$ cat src/rtl/x_dac_pkg.sv
// x_dac_pkg: level-code width and PCM offset shared by the level and thermometer stages
package x_dac_pkg;
  function automatic int lvl_w(input int n);
    return $clog2(n) + 1;
  endfunction
  function automatic longint pcm_ofs(input int w);
    return 64'sd1 <<< (w - 1);
  endfunction
endpackage

$ cat src/rtl/x_osr_tick.sv
// x_osr_tick: free-running 0..OSR-1 counter flagging the last cycle of each sample period
module x_osr_tick #(
  parameter int OSR = 256
) (
  input  logic i_clk,
  input  logic i_nrst,
  output logic o_tick
);
  localparam int CW = $clog2(OSR);
  logic [CW-1:0] cnt;
  assign o_tick = cnt == CW'(OSR - 1);
  always_ff @(posedge i_clk or negedge i_nrst)
    if (!i_nrst) cnt <= '0;
    else cnt <= o_tick ? '0 : cnt + 1'b1;
endmodule

$ cat src/rtl/x_pcm_to_level.sv
// x_pcm_to_level: PCM sample handshake plus first-order error-feedback requantiser to a 0..N level code
module x_pcm_to_level
  import x_dac_pkg::*;
#(
  parameter int N   = 64,
  parameter int W   = 16,
  parameter int OSR = 256
) (
  input  logic                i_clk,
  input  logic                i_nrst,
  input  logic [W-1:0]        i_sample,
  input  logic                i_valid,
  output logic                o_ready,
  output logic [lvl_w(N)-1:0] o_bin,
  output logic                o_underrun
);
  localparam int LW = lvl_w(N);
  localparam int K  = $clog2(N);
  localparam int SW = W + LW;
  localparam logic [W-1:0] OFS = W'(pcm_ofs(W));
  logic          tick, hs, underrun_d, pend_q;
  logic [W-1:0]  pend_data_q, act_q, act_d, e_q, u;
  logic [SW-1:0] sum;
  x_osr_tick #(.OSR(OSR)) u_tick (
    .i_clk  (i_clk),
    .i_nrst (i_nrst),
    .o_tick (tick)
  );
  assign o_ready = !pend_q;
  assign hs      = i_valid && o_ready;
  // u*N + e never exceeds (N+1)*2^W - 1, so the top LW bits are always 0..N
  always_comb begin
    u          = act_q + OFS;
    sum        = (SW'(u) << K) + SW'(e_q);
    underrun_d = tick && !pend_q && !hs;
    act_d      = !tick ? act_q : pend_q ? pend_data_q : hs ? i_sample : act_q;
  end
  always_ff @(posedge i_clk or negedge i_nrst)
    if (!i_nrst) begin
      pend_q      <= 1'b0;
      pend_data_q <= '0;
      act_q       <= '0;
      e_q         <= '0;
      o_bin       <= '0;
      o_underrun  <= 1'b0;
    end else begin
      pend_q      <= !tick && (pend_q || hs);
      pend_data_q <= (hs && !tick) ? i_sample : pend_data_q;
      act_q       <= act_d;
      e_q         <= sum[W-1:0];
      o_bin       <= sum[SW-1:W];
      o_underrun  <= underrun_d;
    end
endmodule

$ cat config.mk
export PLATFORM = sky130hd
export DESIGN_NAME = x_pcm_to_level
export DESIGN_NICKNAME = d
export VERILOG_FILES = /design/src/rtl/x_dac_pkg.sv /design/src/rtl/x_osr_tick.sv /design/src/rtl/x_pcm_to_level.sv
export SDC_FILE = /design/constraint.sdc
export NUM_CORES = 1
export LEC_CHECK = 0
export CORE_ASPECT_RATIO = 0.7
export CORE_MARGIN = 3
export CORE_UTILIZATION = 55
export DETAILED_ROUTE_END_ITERATION = 8
export PLACE_DENSITY_LB_ADDON = 0.25
export SYNTH_ARGS = -nofsm -noshare
export SYNTH_HDL_FRONTEND = slang
export SYNTH_SLANG_ARGS = --single-unit
$ cat constraint.sdc
create_clock -name i_clk -period 4 [get_ports i_clk]
set_input_delay 0.4 -clock i_clk [delete_from_list [all_inputs] [get_ports i_clk]]
set_output_delay 0.4 -clock i_clk [all_outputs]
set_load 0.02 [all_outputs]
==> results.md <==
| Item | Reported | Unit |
|:---|:---|:---|
| Synthesized area divided by synthesized cell count | 12.4 | sq um |
| Commonest cells after routing, fill and taps aside | sky130_fd_sc_hd__dfrtp_1 (59), sky130_fd_sc_hd__clkdlybuf4s50_1 (26), sky130_fd_sc_hd__o21ai_0 (21), sky130_fd_sc_hd__nand2_1 (21), sky130_fd_sc_hd__mux2i_1 (16) | - |
| Final count of negative-setup-slack endpoints | 0 | - |
| NumNets Final | 286 | - |
| Die ar. | 5910 | sq um |
| Leak | 1.65 | nW |
| Setup repair after global routing missed its margin | no | - |
| Remaining global-route overflow | 0 | - |
| Worst Path Required | 3.60 | ns |
| Power density normalized to cell area | 363 | nW/um^2 |
| P_int | 0.000914 | W |
| Growth of design area from synthesis to finish | 17.9 | % |
| Number of design rule violations left after detail routing | 0 | - |
| Number of routed nets with antenna violations | 0 | - |
| Top-Level Pins | 28 | - |
| Buffer levels on the longest clock path | 2 | - |
| Clock transition at path regs | 0.07 | ns |
| Netlist area before placement | 2760 | sq um |
| Post-synthesis mux area share | 13.7 | % |
| GRT Overall Usage | 19.5 | % |
| Hold crit path type | in -> async | - |
| Slew at the pin closest to its max-slew limit | 1.06 | ns |
| Gate power share | 6.0 | % |
| Ratio of cells with drive above 1 in the final layout | 15.8 | % |
| Max-Cap Viols | 0 | - |
| Critical Path Sink Type | output pin | - |
| Drt via density | 5.28 | - |
| Critical path arrival | 2.07 | ns |
| Final worst-path cycle share | 61.6 | % |
| Synthesized-area fraction occupied by and/or/nand/nor cells | 8.85 | % |
| Sequential cell area fraction in the yosys report | 53.6 | % |
| Sum of net half-perimeters after detailed placement | 3.37 | mm |
| Via count of the routed design | 1721 | - |
| Number of buffers added by the clock tree synthesis step | 9 | - |
| DIE HEIGHT | 65.2 | um |
| Synthesized-area fraction occupied by xor and xnor cells | 6.04 | % |
| 1st-iter DRT viols | 60 | - |
| Critical Path Source Type | register | - |
| Core region area | 4580 | sq um |
| Via count of the first global-routing pass | 1735 | - |
| Number of enable-type register cells in the synthesized netlist | 0 | - |
| Final number of max-transition violations | 0 | - |
| Post-detailed-route wirelength per cell | 14.7 | um |
| Proportion of power drawn by flip-flops and latches | 53.0 | % |
| Main combinational cell family by area after synthesis | multiplexers | - |
| Post-synthesis sequential element count | 59 | - |
| Fill cell count | 335 | - |
| Most common library cell in the layout ignoring fill and taps | sky130_fd_sc_hd__dfrtp_1 | - |
| Routability cong. | 0.817 | - |
| Count of cell types in the netlist | 36 | - |
| Std cell rows | 20 | - |
| Adder and majority cell fraction of the synthesized area | 5.72 | % |
| Total of warnings raised by yosys | 0 | - |
| Clock sinks | 59 | - |
| Pin count of the biggest net entering global routing | 33 | - |
| Wirelength, routed | 4.81 | mm |
| Syn nets | 253 | - |
| Initial standard-cell utilization of the core | 60.2 | % |
| Critical path start-end classification | reg -> out | - |
| Clock period minus worst slack | 2.47 | ns |
| Footprint of the multi-input gates | 1220 | sq um |
| Switching part of the total | 22.6 | % |
| DIE WIDTH | 90.6 | um |
| Post-CTS Hold Fix Bufs | 0 | - |
| Layout Skew | 0.00772 | ns |
| Clk pwr share | 41.0 | % |
| Clock tree from TritonCTS | yes | - |
| Number of antenna violations at the first check in global routing | 0 | - |
| Number of setup buffers added after CTS | 0 | - |
| Clock latency on the worst-skew pair | 0.34 | ns |
| Slowest cell delay on critical path | 1.04 | ns |
| Switching pwr | 0.000266 | W |
| Critical-path cell list | inv_1 -> clkdlybuf4s50_1 | - |
| Most used DFF post-synth | sky130_fd_sc_hd__dfrtp_1 | - |
| Number of H-tree levels | 3 | - |
| Slowest library cell on the worst path | sky130_fd_sc_hd__dfrtp_1 | - |
| Wire length of the first global-routing pass | 8.58 | mm |
| Fmax | 406 | MHz |
| Fraction of the core area covered by cells at the end of the flow | 71.0 | % |
| Root Buffer Master | sky130_fd_sc_hd__clkbuf_8 | - |
| Ys async rst share | 100 | % |
| Cell count after synthesis | 222 | - |
| Number of diodes added for antenna fixing | 0 | - |
| Count of port buffers added during placement | 27 | - |
| Post-cts repair resize count | 0 | - |
| Peak supply drop | 0.233 | mV |
| Detailed-routing iteration count for the pre-antenna-repair pass | 4 | - |
| Sequential cell area | 1480 | sq um |
| Worst slew slack as a fraction of its limit | 29.4 | % |
| Largest driver fanout on the critical path | 20 | - |
| Number of failing hold endpoints at the final stage | 0 | - |
| Synthesized-area fraction occupied by ao, oa, aoi and oai cells | 10.0 | % |
| Total negative slack for setup checks | 0 | ns |
| Status | complete, no violations | - |
## flip-flops by register name, indices dropped and copies added, names as in the netlist
register,flops
u_tick.cnt,8
pend_q,1
o_underrun,1
o_bin,7
pend_data_q,16
act_q,16
e_q,10
## power groups by stage
stage,Sequential (W),Combinational (W),Clock [W]
after global routing,0.000627,0.0000781,0.000533
after floorplan,0.000634,0.0000324,0
final,0.000625,0.0000706,0.000484
after CTS,0.000625,0.0000717,0.000501
after detailed placement,0.000636,0.0000709,0
after global placement,0.000636,0.0000689,0
## metrics by stage
step                      setup WS (ns)  area, sq um  hold slack [ns]  cells  total power (W)
after floorplan                    2.05         2760            0.104    222         0.000666
after global placement             1.75         3070            0.437    310         0.000705
after detailed placement           1.69         3070            0.449    310         0.000707
after CTS                          1.52         3250           0.0698    326          0.00120
after global routing               1.45         3250            0.103    326          0.00124
final                              1.53         3250           0.0694    326          0.00118
## metal layers
| metal | global-route usage (%) | vias up | routed length [um] |
|---|---|---|---|
| met1 | 27.2 | 821 | 2500 |
| met3 | 7.89 | 11 | 279 |
| met2 | 26.8 | 40 | 1950 |
| met4 | 8.02 | 0 | 78 |
| met5 | 0 | - | 0 |
| li1 | - | 849 | - |
## cell usage after synthesis (3+ instances only)
master,count,area [sq um]
sky130_fd_sc_hd__o21ai_0,21,105
sky130_fd_sc_hd__xor2_1,8,70.1
sky130_fd_sc_hd__ha_1,11,138
sky130_fd_sc_hd__xnor2_1,11,96.3
sky130_fd_sc_hd__nor2_1,7,26.3
sky130_fd_sc_hd__dfrtp_1,59,1480
sky130_fd_sc_hd__mux2_4,10,150
sky130_fd_sc_hd__and3_1,4,25.0
sky130_fd_sc_hd__inv_1,4,15.0
sky130_fd_sc_hd__nand3_1,5,25.0
sky130_fd_sc_hd__nand2_1,21,78.8
sky130_fd_sc_hd__a21o_1,3,22.5
sky130_fd_sc_hd__mux2_2,6,67.6
sky130_fd_sc_hd__a21oi_1,8,40.0
sky130_fd_sc_hd__mux2i_1,16,160
sky130_fd_sc_hd__buf_2,3,15.0
## worst max-delay path: cells and delay by family (launching register included)
family   cells  cell delay [ns]
flops        1             1.04
buf+inv      2             0.67
## area by class of cell
class / instances / share of cell area, %
timing repair buffer: 28 / 8.39
sequential: 59 / 45.4
inverter: 4 / 0.462
tap: 66 / 2.54
clock buffer: 12 / 4.77
multi-input combinational: 153 / 37.6
clock inverter: 4 / 0.770
## cell families after synthesis
logic type,count (synthesis)
adders and majority gates,12
buffers and inverters,10
muxes,32
DFF,59
and+or+nand+nor,46
AOI/OAI and AO/OA,44
xor gates and xnor gates,19
## path summary, 6_finish.rpt
path                       slack (ns)  cells past startpoint        startpoint                         end
setup reg to reg                 1.72                      2  pend_q$_DFF_PN0_  pend_data_q[3]$_DFFE_PN0P_
min in group i_clk               0.47                      1  e_q[6]$_DFF_PN0_            e_q[6]$_DFF_PN0_
hold / removal                   0.07                      1            i_nrst            e_q[6]$_DFF_PN0_
max in group asynchronous        3.11                      2            i_nrst  pend_data_q[3]$_DFFE_PN0P_
hold reg to reg                  0.47                      1  e_q[6]$_DFF_PN0_            e_q[6]$_DFF_PN0_
setup / recovery                 1.53                      2  pend_q$_DFF_PN0_                     o_ready
Power figures use the tool's default switching activity.
